File: src/rtl/pipe_ctrl_pkg.sv
// Shared encodings for the pipeline hazard/sequencing controller.
// Holds the PC source selects, the controller FSM states and the register-index width.
package pipe_ctrl_pkg;

  localparam int REG_W = 3;

  typedef enum logic [1:0] {
    PCSEL_SEQ   = 2'b00,
    PCSEL_REDIR = 2'b01,
    PCSEL_VEC   = 2'b10,
    PCSEL_EPC   = 2'b11
  } pc_sel_e;

  typedef enum logic [1:0] {
    ST_RUN   = 2'b00,
    ST_MWAIT = 2'b01,
    ST_HALT  = 2'b10
  } state_e;

endpackage

File: src/rtl/pipe_ctrl_hazard_detect.sv
// Load-use detector: a load in EX whose destination is read by the instruction in ID.
module pipe_ctrl_hazard_detect #(
  parameter int REG_W = pipe_ctrl_pkg::REG_W
) (
  input  logic [REG_W-1:0] id_rs,
  input  logic [REG_W-1:0] id_rt,
  input  logic             id_rs_use,
  input  logic             id_rt_use,
  input  logic             ex_memtoreg,
  input  logic             ex_regwrite,
  input  logic [REG_W-1:0] ex_regsel,
  output logic             load_use
);

  logic rs_match;
  logic rt_match;

  assign rs_match = id_rs_use && (id_rs == ex_regsel);
  assign rt_match = id_rt_use && (id_rt == ex_regsel);
  assign load_use = ex_memtoreg && ex_regwrite && (rs_match || rt_match);

endmodule

File: src/rtl/pipe_ctrl.sv
// Hazard and sequencing controller for the 5-stage pipeline: register enables/flushes,
// PC enable/source, memory-wait freeze, SIIC/RTI handler sequencing and halt.
module pipe_ctrl #(
  parameter int REG_W = pipe_ctrl_pkg::REG_W,
  parameter int CNT_W = 16
) (
  input  logic             clk,
  input  logic             rst,
  input  logic [REG_W-1:0] id_rs,
  input  logic [REG_W-1:0] id_rt,
  input  logic             id_rs_use,
  input  logic             id_rt_use,
  input  logic             ex_memtoreg,
  input  logic             ex_regwrite,
  input  logic [REG_W-1:0] ex_regsel,
  input  logic             mem_redirect,
  input  logic             mem_access,
  input  logic             mem_ready,
  input  logic             mem_siic,
  input  logic             mem_rti,
  input  logic             wb_halt,
  output logic             pc_en,
  output logic             ifid_en,
  output logic             idex_en,
  output logic             exmem_en,
  output logic             memwb_en,
  output logic             ifid_flush,
  output logic             idex_flush,
  output logic             exmem_flush,
  output logic [1:0]       pc_sel,
  output logic             epc_we,
  output logic             in_handler,
  output logic             halted,
  output logic [CNT_W-1:0] stall_cnt
);

  import pipe_ctrl_pkg::*;

  state_e state;
  state_e state_nxt;
  logic   in_handler_nxt;
  logic   load_use;

  pipe_ctrl_hazard_detect #(
    .REG_W (REG_W)
  ) u_hazard_detect (
    .id_rs       (id_rs),
    .id_rt       (id_rt),
    .id_rs_use   (id_rs_use),
    .id_rt_use   (id_rt_use),
    .ex_memtoreg (ex_memtoreg),
    .ex_regwrite (ex_regwrite),
    .ex_regsel   (ex_regsel),
    .load_use    (load_use)
  );

  always_ff @(posedge clk or negedge rst) begin
    if (!rst) begin
      state      <= ST_RUN;
      in_handler <= 1'b0;
      stall_cnt  <= '0;
    end else begin
      state      <= state_nxt;
      in_handler <= in_handler_nxt;
      // Frozen cycles after halt are not stalls; the count saturates rather than wraps.
      if ((state != ST_HALT) && !pc_en && (stall_cnt != '1))
        stall_cnt <= stall_cnt + CNT_W'(1);
    end
  end

  assign halted = (state == ST_HALT);

  // RUN and MWAIT share one decode: MWAIT only differs in that it re-evaluates
  // mem_ready each cycle, which the memory rule already does.
  always_comb begin
    state_nxt      = ST_RUN;
    in_handler_nxt = in_handler;
    pc_en          = 1'b1;
    ifid_en        = 1'b1;
    idex_en        = 1'b1;
    exmem_en       = 1'b1;
    memwb_en       = 1'b1;
    ifid_flush     = 1'b0;
    idex_flush     = 1'b0;
    exmem_flush    = 1'b0;
    pc_sel         = PCSEL_SEQ;
    epc_we         = 1'b0;

    if ((state == ST_HALT) || wb_halt) begin
      state_nxt = ST_HALT;
      pc_en     = 1'b0;
      ifid_en   = 1'b0;
      idex_en   = 1'b0;
      exmem_en  = 1'b0;
      memwb_en  = 1'b0;
    end else if (mem_access && !mem_ready) begin
      state_nxt = ST_MWAIT;
      pc_en     = 1'b0;
      ifid_en   = 1'b0;
      idex_en   = 1'b0;
      exmem_en  = 1'b0;
      memwb_en  = 1'b0;
    end else if (mem_siic && !in_handler) begin
      ifid_flush     = 1'b1;
      idex_flush     = 1'b1;
      exmem_flush    = 1'b1;
      epc_we         = 1'b1;
      pc_sel         = PCSEL_VEC;
      in_handler_nxt = 1'b1;
    end else if (mem_rti && in_handler) begin
      ifid_flush     = 1'b1;
      idex_flush     = 1'b1;
      exmem_flush    = 1'b1;
      pc_sel         = PCSEL_EPC;
      in_handler_nxt = 1'b0;
    end else if (mem_redirect) begin
      // The redirect squashes the dependent instruction, so any load-use stall is moot.
      ifid_flush  = 1'b1;
      idex_flush  = 1'b1;
      exmem_flush = 1'b1;
      pc_sel      = PCSEL_REDIR;
    end else if (load_use) begin
      pc_en      = 1'b0;
      ifid_en    = 1'b0;
      idex_flush = 1'b1;
    end
  end

endmodule

File: config.mk
export PLATFORM = sky130hd
export DESIGN_NAME = pipe_ctrl
export DESIGN_NICKNAME = d
export VERILOG_FILES = /design/src/rtl/pipe_ctrl_pkg.sv /design/src/rtl/pipe_ctrl_hazard_detect.sv /design/src/rtl/pipe_ctrl.sv
export SDC_FILE = /design/constraint.sdc
export NUM_CORES = 1
export LEC_CHECK = 0
export CAP_MARGIN = 30
export CORE_ASPECT_RATIO = 0.75
export CORE_MARGIN = 4
export CORE_UTILIZATION = 40
export CTS_BUF_LIST = sky130_fd_sc_hd__clkbuf_8
export CTS_CLUSTER_SIZE = 16
export DETAILED_ROUTE_END_ITERATION = 7
export DONT_BUFFER_PORTS = 1
export PLACE_DENSITY = 0.63
export SLEW_MARGIN = 40
export SYNTH_ARGS = -nofsm -noshare
export SYNTH_HDL_FRONTEND = slang
export SYNTH_SLANG_ARGS = --single-unit
File: constraint.sdc
create_clock -name clk -period 2.2 [get_ports clk]
set_clock_uncertainty 0.1 [all_clocks]
set_input_delay 0.11 -clock clk [delete_from_list [all_inputs] [get_ports clk]]
set_output_delay 0.11 -clock clk [all_outputs]
set_load 0.1 [all_outputs]
======== Yosys cells after proc, flatten, opt, wreduce, memory -nomap -nowiden ========
Cells that the tools add are included.
Widths: inputs -> output; s select.
cells by class
  add/subtract/negate cells ............... 1
  equality and inequality tests ........... 5
  muxes and demuxes ....................... 31
  bitwise logic cells ..................... 2
  reductions and logical operators ........ 16
operators by type and width
  cell                   count
  $mux 1                 26
  $add 16x1->16 const B  1
  $ne 16x16->1 const B   1
  $mux 2                 5
  $logic_and 1x1->1      9
  $eq 3x3->1             2
  $logic_not 1->1        3
  $reduce_and 3->1       1
  $eq 2x2->1 const B     1
  $logic_or 1x1->1       2
  $ne 2x2->1 const B     1
  $not 1->1              2
  $reduce_bool 2->1      1
word-level totals
  flip-flop bits (word level) ............. 19
  input bits .............................. 21
  word-level logic and storage cells ...... 58

======== Longest topological paths before layout ========
Gate-level depths: netlist of the first run.
  depth after elaboration ................. 13
  depth in mapped cells ................... 8

======== Cells and area by module ========
From an unflattened synthesis of the first run, not the netlist that was laid out.
second synthesis, totals
  cells, all modules ...................... 110
  area, all modules ....................... 1154.9 µm²
by module, submodules not included
  module                   times used  cells an instance  area each (µm²)  sequential area each (µm²)
  pipe_ctrl                1           100                1081.0           475.5
  pipe_ctrl_hazard_detect  1           10                 73.8             0.0

======== Worst setup path before layout of the first run ========
Ideal clock, no wire load.
  path kind ............................... flip-flop to output port
  from .................................... register in_handler
  to ...................................... output port pc_en
  arrival time ............................ 3520 ps
  required time ........................... 1990 ps
  path slack .............................. -1530 ps
  cell stages (with the launch flop) ...... 5
  buffers on the path ..................... 1
  cell sequence ........................... dfrtp_1 > mux2_4 > nor2_1 > a41oi_1 > buf_4
on the way
  word-level cells in the longest chain between the ends .. 5
ends and longest elaborated chain
  element                                                      line                                source
  start: declaration                                           pipe_ctrl.sv:32                     output logic in_handler,
  start signal: assignment                                     pipe_ctrl.sv:64                     in_handler <= in_handler_nxt;
  $logic_and 1x1->1 / $logic_not 1->1 (equally long branches)  pipe_ctrl.sv:110, pipe_ctrl.sv:103
  $mux 1 / $logic_and 1x1->1 (equally long branches)           -
  $mux 1 (*) (3 in series)                                     -
  end: declaration                                             pipe_ctrl.sv:22                     output logic pc_en,
Every way passes the cells marked *; elsewhere a longest branch is shown, timed or not.

======== Final worst setup path of the first run ========
  from .................................... register in_handler
  to ...................................... register stall_cnt[6]
on the way
  word-level cells in the longest chain between the ends .. 8
ends and longest elaborated chain
  element                                                      line                                source
  $logic_and 1x1->1 / $logic_not 1->1 (equally long branches)  pipe_ctrl.sv:110, pipe_ctrl.sv:103
  $mux 1 / $logic_and 1x1->1 (equally long branches)           pipe_ctrl.sv:110, pipe_ctrl.sv:103
  $mux 1 (*)                                                   pipe_ctrl.sv:103                    end else if (mem_siic && !in_handler) begin
  $mux 1 (*)                                                   pipe_ctrl.sv:96                     end else if (mem_access && !mem_ready) begin
  $mux 1 (*)                                                   pipe_ctrl.sv:89                     if ((state == ST_HALT) || wb_halt) begin
  $logic_not 1->1 (*)                                          pipe_ctrl.sv:66                     if ((state != ST_HALT) && !pc_en && (stall_cnt != '1))
  $logic_and 1x1->1 (*) (2 in series)                          pipe_ctrl.sv:66
  end signal: assignment                                       pipe_ctrl.sv:67                     stall_cnt <= stall_cnt + CNT_W'(1);
  end: declaration                                             pipe_ctrl.sv:34                     output logic [CNT_W-1:0] stall_cnt
Marked as above.
A chain may end at the register's enable or synchronous reset.

==> flow_metrics.tcl, run 1 <==
set metrics [dict create \
    drive_gt1_share_pct 43.3 \
    p_seq_share_pct 37.6 \
    nFillCells 227 \
    place_area_um2 1550 \
    hp-class "primary input to flop" \
    clkPwrFrac_pct 20.4 \
    yosysMostFrequentCell "dfrtp_1" \
    path_class "flop to flop" \
    cp_slowest_cell "dfrtp_4" \
    syn-num-nets 134 \
    synth_ff_type "dfrtp_1" \
    internal_power_uw 636 \
    cp_top_family "flip-flops" \
    die_y_um 55.6 \
    pin_count 50 \
    grt_usage_pct 14.2 \
    netlist.area_leader.share_pct 39.3 \
    synth_area_leaders "dfrtp_1, xor2_1, xnor2_1" \
    power.total_uw 1170 \
    worstMarginPinSlew_ps 479 \
    antenna_found_initial 0 \
    cp_data_arrival_time_ps 2230 \
    synth-edff-count 0 \
    path_clk_slew_ps 70 \
    vdd_drop_max_v 0.000777 \
    wl_um 2760 \
    p_switching_uw 534 \
    clock_latency_ps 260 \
    dr.pass1.iters 4 \
    whs_ps 19.4 \
    clk_path_buf_depth 2 \
    ys_types 34 \
    leakagePower_uw 0.000689 \
    share_comb_of_total_power_pct 42.0 \
    ys_ff_latch 19 \
    grt_max_degree 20 \
    power_density_nw_per_um2 692 \
    cpMostUsedCell "nor4_4" \
    syn_inst 112 \
    rows 16 \
    antenna_left 0 \
    yosys-top-cells-count "dfrtp_1, xor2_1, nand3_1, nor2_1, xnor2_1" \
    start_kind "flop" \
    worstPathCellList "mux2_4, nor4_4, a2bb2oi_4, buf_4, nor4_4, xnor2_1" \
    grt_pass1_wl_um 4580 \
    yosysTopAreaCell "dfrtp_1" \
    setup_viol 0 \
    diodes 0 \
    switching_share_pct 45.6 \
    cts.root.buffer_cell "clkbuf_8" \
    cts.sinks 19 \
    period_minus_slack_ps 2150 \
    fp.coreArea_um2 2740 \
    cts_max_level 1 \
    cts_made_buffers 3 \
    slowest_delay_ps 630 \
    grt_pass1_vias 977 \
    status "finished clean" \
    syn_area_per_cell_um2 10.8 \
    fin_crit_sh_pct 98.0 \
    critPathMaxFanout 14 \
    first_iter_violations 28 \
    viasPerCell 5.08 \
    rsz0062_at_grt "yes" \
    critical_path_buf_inv_count 1 \
    area_delta_synth_final_pct 39.8 \
    ys_async_sr_fraction_pct 100 \
    fmax_ghz 0.464 \
    final_area_um2 1690 \
    gp_congestion 0.808 \
    routedWlPerCell_um 14.8 \
    hold_violations 0 \
    drv_cap 0 \
    die_x_um 71.5 \
    relSlewSlack_pct 68.0 \
    cts_tree "built" \
    via_count 945 \
    synth_area_um2 1210 \
    ys_warn_count 0 \
    drv_slew 0 \
    dp_hpwl_um 2170 \
    critPathCaptureType "flop" \
    die_area_um2 3980 \
    overflow 0 \
    yosysSeqAreaShare_pct 39.3 \
    port_buffers 0 \
    drc 0 \
    fin_nets 173 \
    cp_data_required_time_ps 2280 \
    start_util_pct 44.1 \
]
## cells by family (layout without fill, tap and decap cells)
| logic type | after synthesis | after routing | synth area share (%) |
|---|---|---|---|
| multiplexers | 2 | 2 | 2.48 |
| AO/OA/AOI/OAI | 8 | 8 | 5.79 |
| XOR/XNOR | 21 | 21 | 15.2 |
| flip-flops | 19 | 19 | 39.3 |
| adder cells (fa/ha/maj) | 1 | 1 | 1.03 |
| buffers and inverters | 9 | 47 | 6.00 |
| AND/OR/NAND/NOR | 52 | 52 | 30.2 |
## flip-flops by register name (all words and copies together) (netlist names)
| name | flops |
|---|---|
| in_handler | 1 |
| state | 2 |
| stall_cnt | 16 |
## cell type report
type | count | area (um2) | area share, %
Sequential cell | 19 | 482 | 28.5
Timing Repair Buffer | 40 | 367 | 21.7
Tap cell | 36 | 45.0 | 2.66
Clock inverter | 1 | 3.75 | 0.222
Multi-Input combinational cell | 84 | 738 | 43.6
Clock buffer | 3 | 41.3 | 2.44
Inverter | 3 | 15.0 | 0.888
## power groups by stage
stage / registers [uW] / logic (uW) / clock network (uW)
floorplan: 726 / 90.9 / 0
global placement: 443 / 468 / 0
detailed placement: 446 / 474 / 0
CTS: 441 / 492 / 242
global route: 446 / 511 / 263
finish: 440 / 491 / 239
## stage by stage
stage | std cells | utilization [%] | setup WS, ps | TNS, ps
after global placement | 175 | 56.5 | 7.16 | 0
after CTS | 184 | 60.6 | 29.9 | 0
final | 186 | 61.7 | 45.1 | 0
after detailed placement | 175 | 56.5 | -26.9 | -76.1
after global routing | 186 | 61.7 | -18.5 | -44.1
after floorplan | 112 | - | -611 | -9920
## per-layer routing
metal	track usage (%)	wire, um	up-vias	share of wire, %
met2	21.1	1280	19	46
met3	5.23	163	2	5.9
li1	-	-	467	-
met5	0	0	-	0
met1	20.0	1310	457	48
met4	2.41	8	0	0.29
## cell usage in the layout, fill, tap and decap left out, drive strengths merged, types with 3 or more instances in the layout
cell,synthesis,final
inv,3,3
nor4,4,4
clkbuf,0,3
dfrtp,19,19
nor3,5,5
nand4,5,5
nand2,7,7
a21oi,3,3
nand3,8,8
xor2,13,13
nor2,10,10
xnor2,8,8
dlygate4sd3,0,5
buf,6,35
## final timing paths
path / start / to / slack (ps) / cells after the start
setup / recovery: in_handler$_DFFE_PN0P_ / stall_cnt[6]$_DFFE_PN0P_ / 50 / 6
hold / removal: mem_ready / state[0]$_DFF_PN0_ / 20 / 2
setup reg to reg: in_handler$_DFFE_PN0P_ / stall_cnt[6]$_DFFE_PN0P_ / 50 / 6
hold reg to reg: stall_cnt[2]$_DFFE_PN0P_ / stall_cnt[2]$_DFFE_PN0P_ / 470 / 1
max in group asynchronous: rst / in_handler$_DFFE_PN0P_ / 1410 / 2
min in group asynchronous: rst / stall_cnt[15]$_DFFE_PN0P_ / 260 / 2
## timing repair
item,4_1_cts,5_1_grt
buffers inserted,0,1
cloned,0,0
endpoints found under the setup margin,10,5
hold buffers,5,1
pin swaps,0,0
hold endpoints to repair,22,19
resized for setup,5,3
No activity file was read; power rests on OpenSTA's default activity.
==> run 2: changes to the inputs <==
--- a/config.mk
+++ b/config.mk
@@ -7,7 +7,7 @@
 export LEC_CHECK = 0
 export CAP_MARGIN = 30
 export CORE_ASPECT_RATIO = 0.75
-export CORE_MARGIN = 4
+export CORE_MARGIN = 2
 export CORE_UTILIZATION = 40
 export CTS_BUF_LIST = sky130_fd_sc_hd__clkbuf_8
 export CTS_CLUSTER_SIZE = 16
==> flow_metrics.tcl, run 2 (synthesis results as in run 1) <==
set metrics [dict create \
    status "finished clean" \
    relSlewSlack_pct 62.4 \
    reg2reg_from "in_handler$_DFFE_PN0P_" \
    drv_cap 0 \
    min_to "state[0]$_DFF_PN0_" \
    critPathCaptureType "flop" \
    overflow 0 \
    fin_nets 174 \
    fin_tns_setup_ps 0 \
    period_minus_slack_ps 2190 \
    cp_slowest_cell "dfrtp_4" \
    cts_tree "built" \
    fmax_ghz 0.456 \
    cp.depth 6 \
    final_core_util_pct 59.8 \
    area_delta_synth_final_pct 44.0 \
    layout_common_cells "buf_4, dfrtp_1, xor2_1" \
    top_register "stall_cnt" \
    drv_slew 0 \
    fp.coreArea_um2 2910 \
    grt_pass1_wl_um 4480 \
    grt_usage_pct 17.1 \
    dr.pass1.iters 4 \
    start_kind "flop" \
    cts.sinks 19 \
    cts.root.buffer_cell "clkbuf_8" \
    worstMarginPinSlew_ps 565 \
    r2r_slack_ps 6 \
    largest_reg_flops 16 \
    hold_violations 0 \
    pin_count 50 \
    gp_congestion 0.767 \
    pre_cts_ws_ps -79.4 \
    worstPathCellList "mux2_4, nor4_4, buf_4, a2bb2oi_4, or3_4, xnor2_1" \
    grt_use_met1_pct 24.2 \
    die_x_um 67.5 \
    use_met3_pct 5.63 \
    path_class "flop to flop" \
    viasPerCell 5.22 \
    crit_start "in_handler$_DFFE_PN0P_" \
    die_y_um 51.6 \
    first_iter_violations 24 \
    grt-busiest-layer "met2" \
    final_common_cell "buf_4" \
    grt_pass1_vias 953 \
    fin_ws_ps 5.80 \
    vdd_drop_max_v 0.000749 \
    clock_latency_ps 250 \
    hold_depth 2 \
    port_buffers 0 \
    hp-class "primary input to flop" \
    cp_top_family "flip-flops" \
    antenna_found_initial 0 \
    whs_ps 22.4 \
    dp_hpwl_um 2180 \
    setup_viol 0 \
    cts_max_level 1 \
    die_area_um2 3490 \
    path_clk_slew_ps 70 \
    clk_path_buf_depth 2 \
    rsz0062_at_grt "yes" \
    routedWlPerCell_um 15.6 \
    via_count 986 \
    power_density_nw_per_um2 673 \
    cp_data_arrival_time_ps 2230 \
    start_util_pct 41.5 \
    critical_path_buf_inv_count 1 \
    met2_usage_pct 25.5 \
    holdCritStartpoint "mem_ready" \
    diodes 0 \
    r2r_cells 6 \
    drc 0 \
    drive_gt1_share_pct 44.4 \
    antenna_left 0 \
    reg_top3 "stall_cnt x16, state x2, in_handler x1" \
    slowest_delay_ps 630 \
    fin_crit_sh_pct 99.7 \
    critPathMaxFanout 7 \
    leakagePower_uw 0.000714 \
    wl_um 2950 \
    cts_made_buffers 3 \
    rows 17 \
    cp_data_required_time_ps 2230 \
    grt_max_degree 20 \
    r2r-end "stall_cnt[5]$_DFFE_PN0P_" \
]
==> run 2: worst max-delay path by stage <==
stage                                     endpoint  slack, ps
after detailed placement  stall_cnt[5]$_DFFE_PN0P_        -80
after CTS                 stall_cnt[5]$_DFFE_PN0P_        -20
after global placement    stall_cnt[5]$_DFFE_PN0P_         -3
after global routing      stall_cnt[5]$_DFFE_PN0P_        -30
final                     stall_cnt[5]$_DFFE_PN0P_          6
after floorplan           stall_cnt[3]$_DFFE_PN0P_       -610
==> run 2: worst register-to-register path: stages (launching register included) <==
cell and delay, ps:
dfrtp_4 630, mux2_4 370, nor4_4 200, buf_4 180, a2bb2oi_4 110, or3_4 360
xnor2_1 130
==> run 2: layer usage <==
layer / part of all wire, % / up-vias
met1: 45 / 483
met4: 0.30 / 0
met2: 48 / 25
met5: 0 / -
li1: - / 476
met3: 6.1 / 2
==> run 2: area by class of cell <==
class	instances	area (um2)
Fill cell	222	1170
Multi-Input combinational cell	85	785
Sequential cell	19	482
Timing Repair Buffer	40	368
Tap cell	38	47.5
Clock buffer	3	41.3
Inverter	3	15.0
Clock inverter	1	3.75
==> run 2: power breakdown <==
group          leakage, uW  internal, uW  switching (uW)  total, uW
sequential        0.000222           392            44.9        437
clock            0.0000269           124             112        236
combinational     0.000466           118             379        498
==> run 2: through the flow <==
step                      power (uW)  instance area (um2)  cells
after CTS                       1170                 1650    186
after detailed placement         920                 1550    177
final                           1170                 1740    189
after floorplan                  817                 1270    112
after global routing            1220                 1740    189
after global placement           907                 1550    177
==> run 2: timing repair <==
item,CTS,global route
setup endpoints to repair,13,10
hold buffers,5,1
gates resized for setup,2,10
endpoints found under the hold margin,22,19
buffers inserted,0,1
gates cloned,0,1
pin swaps,0,1
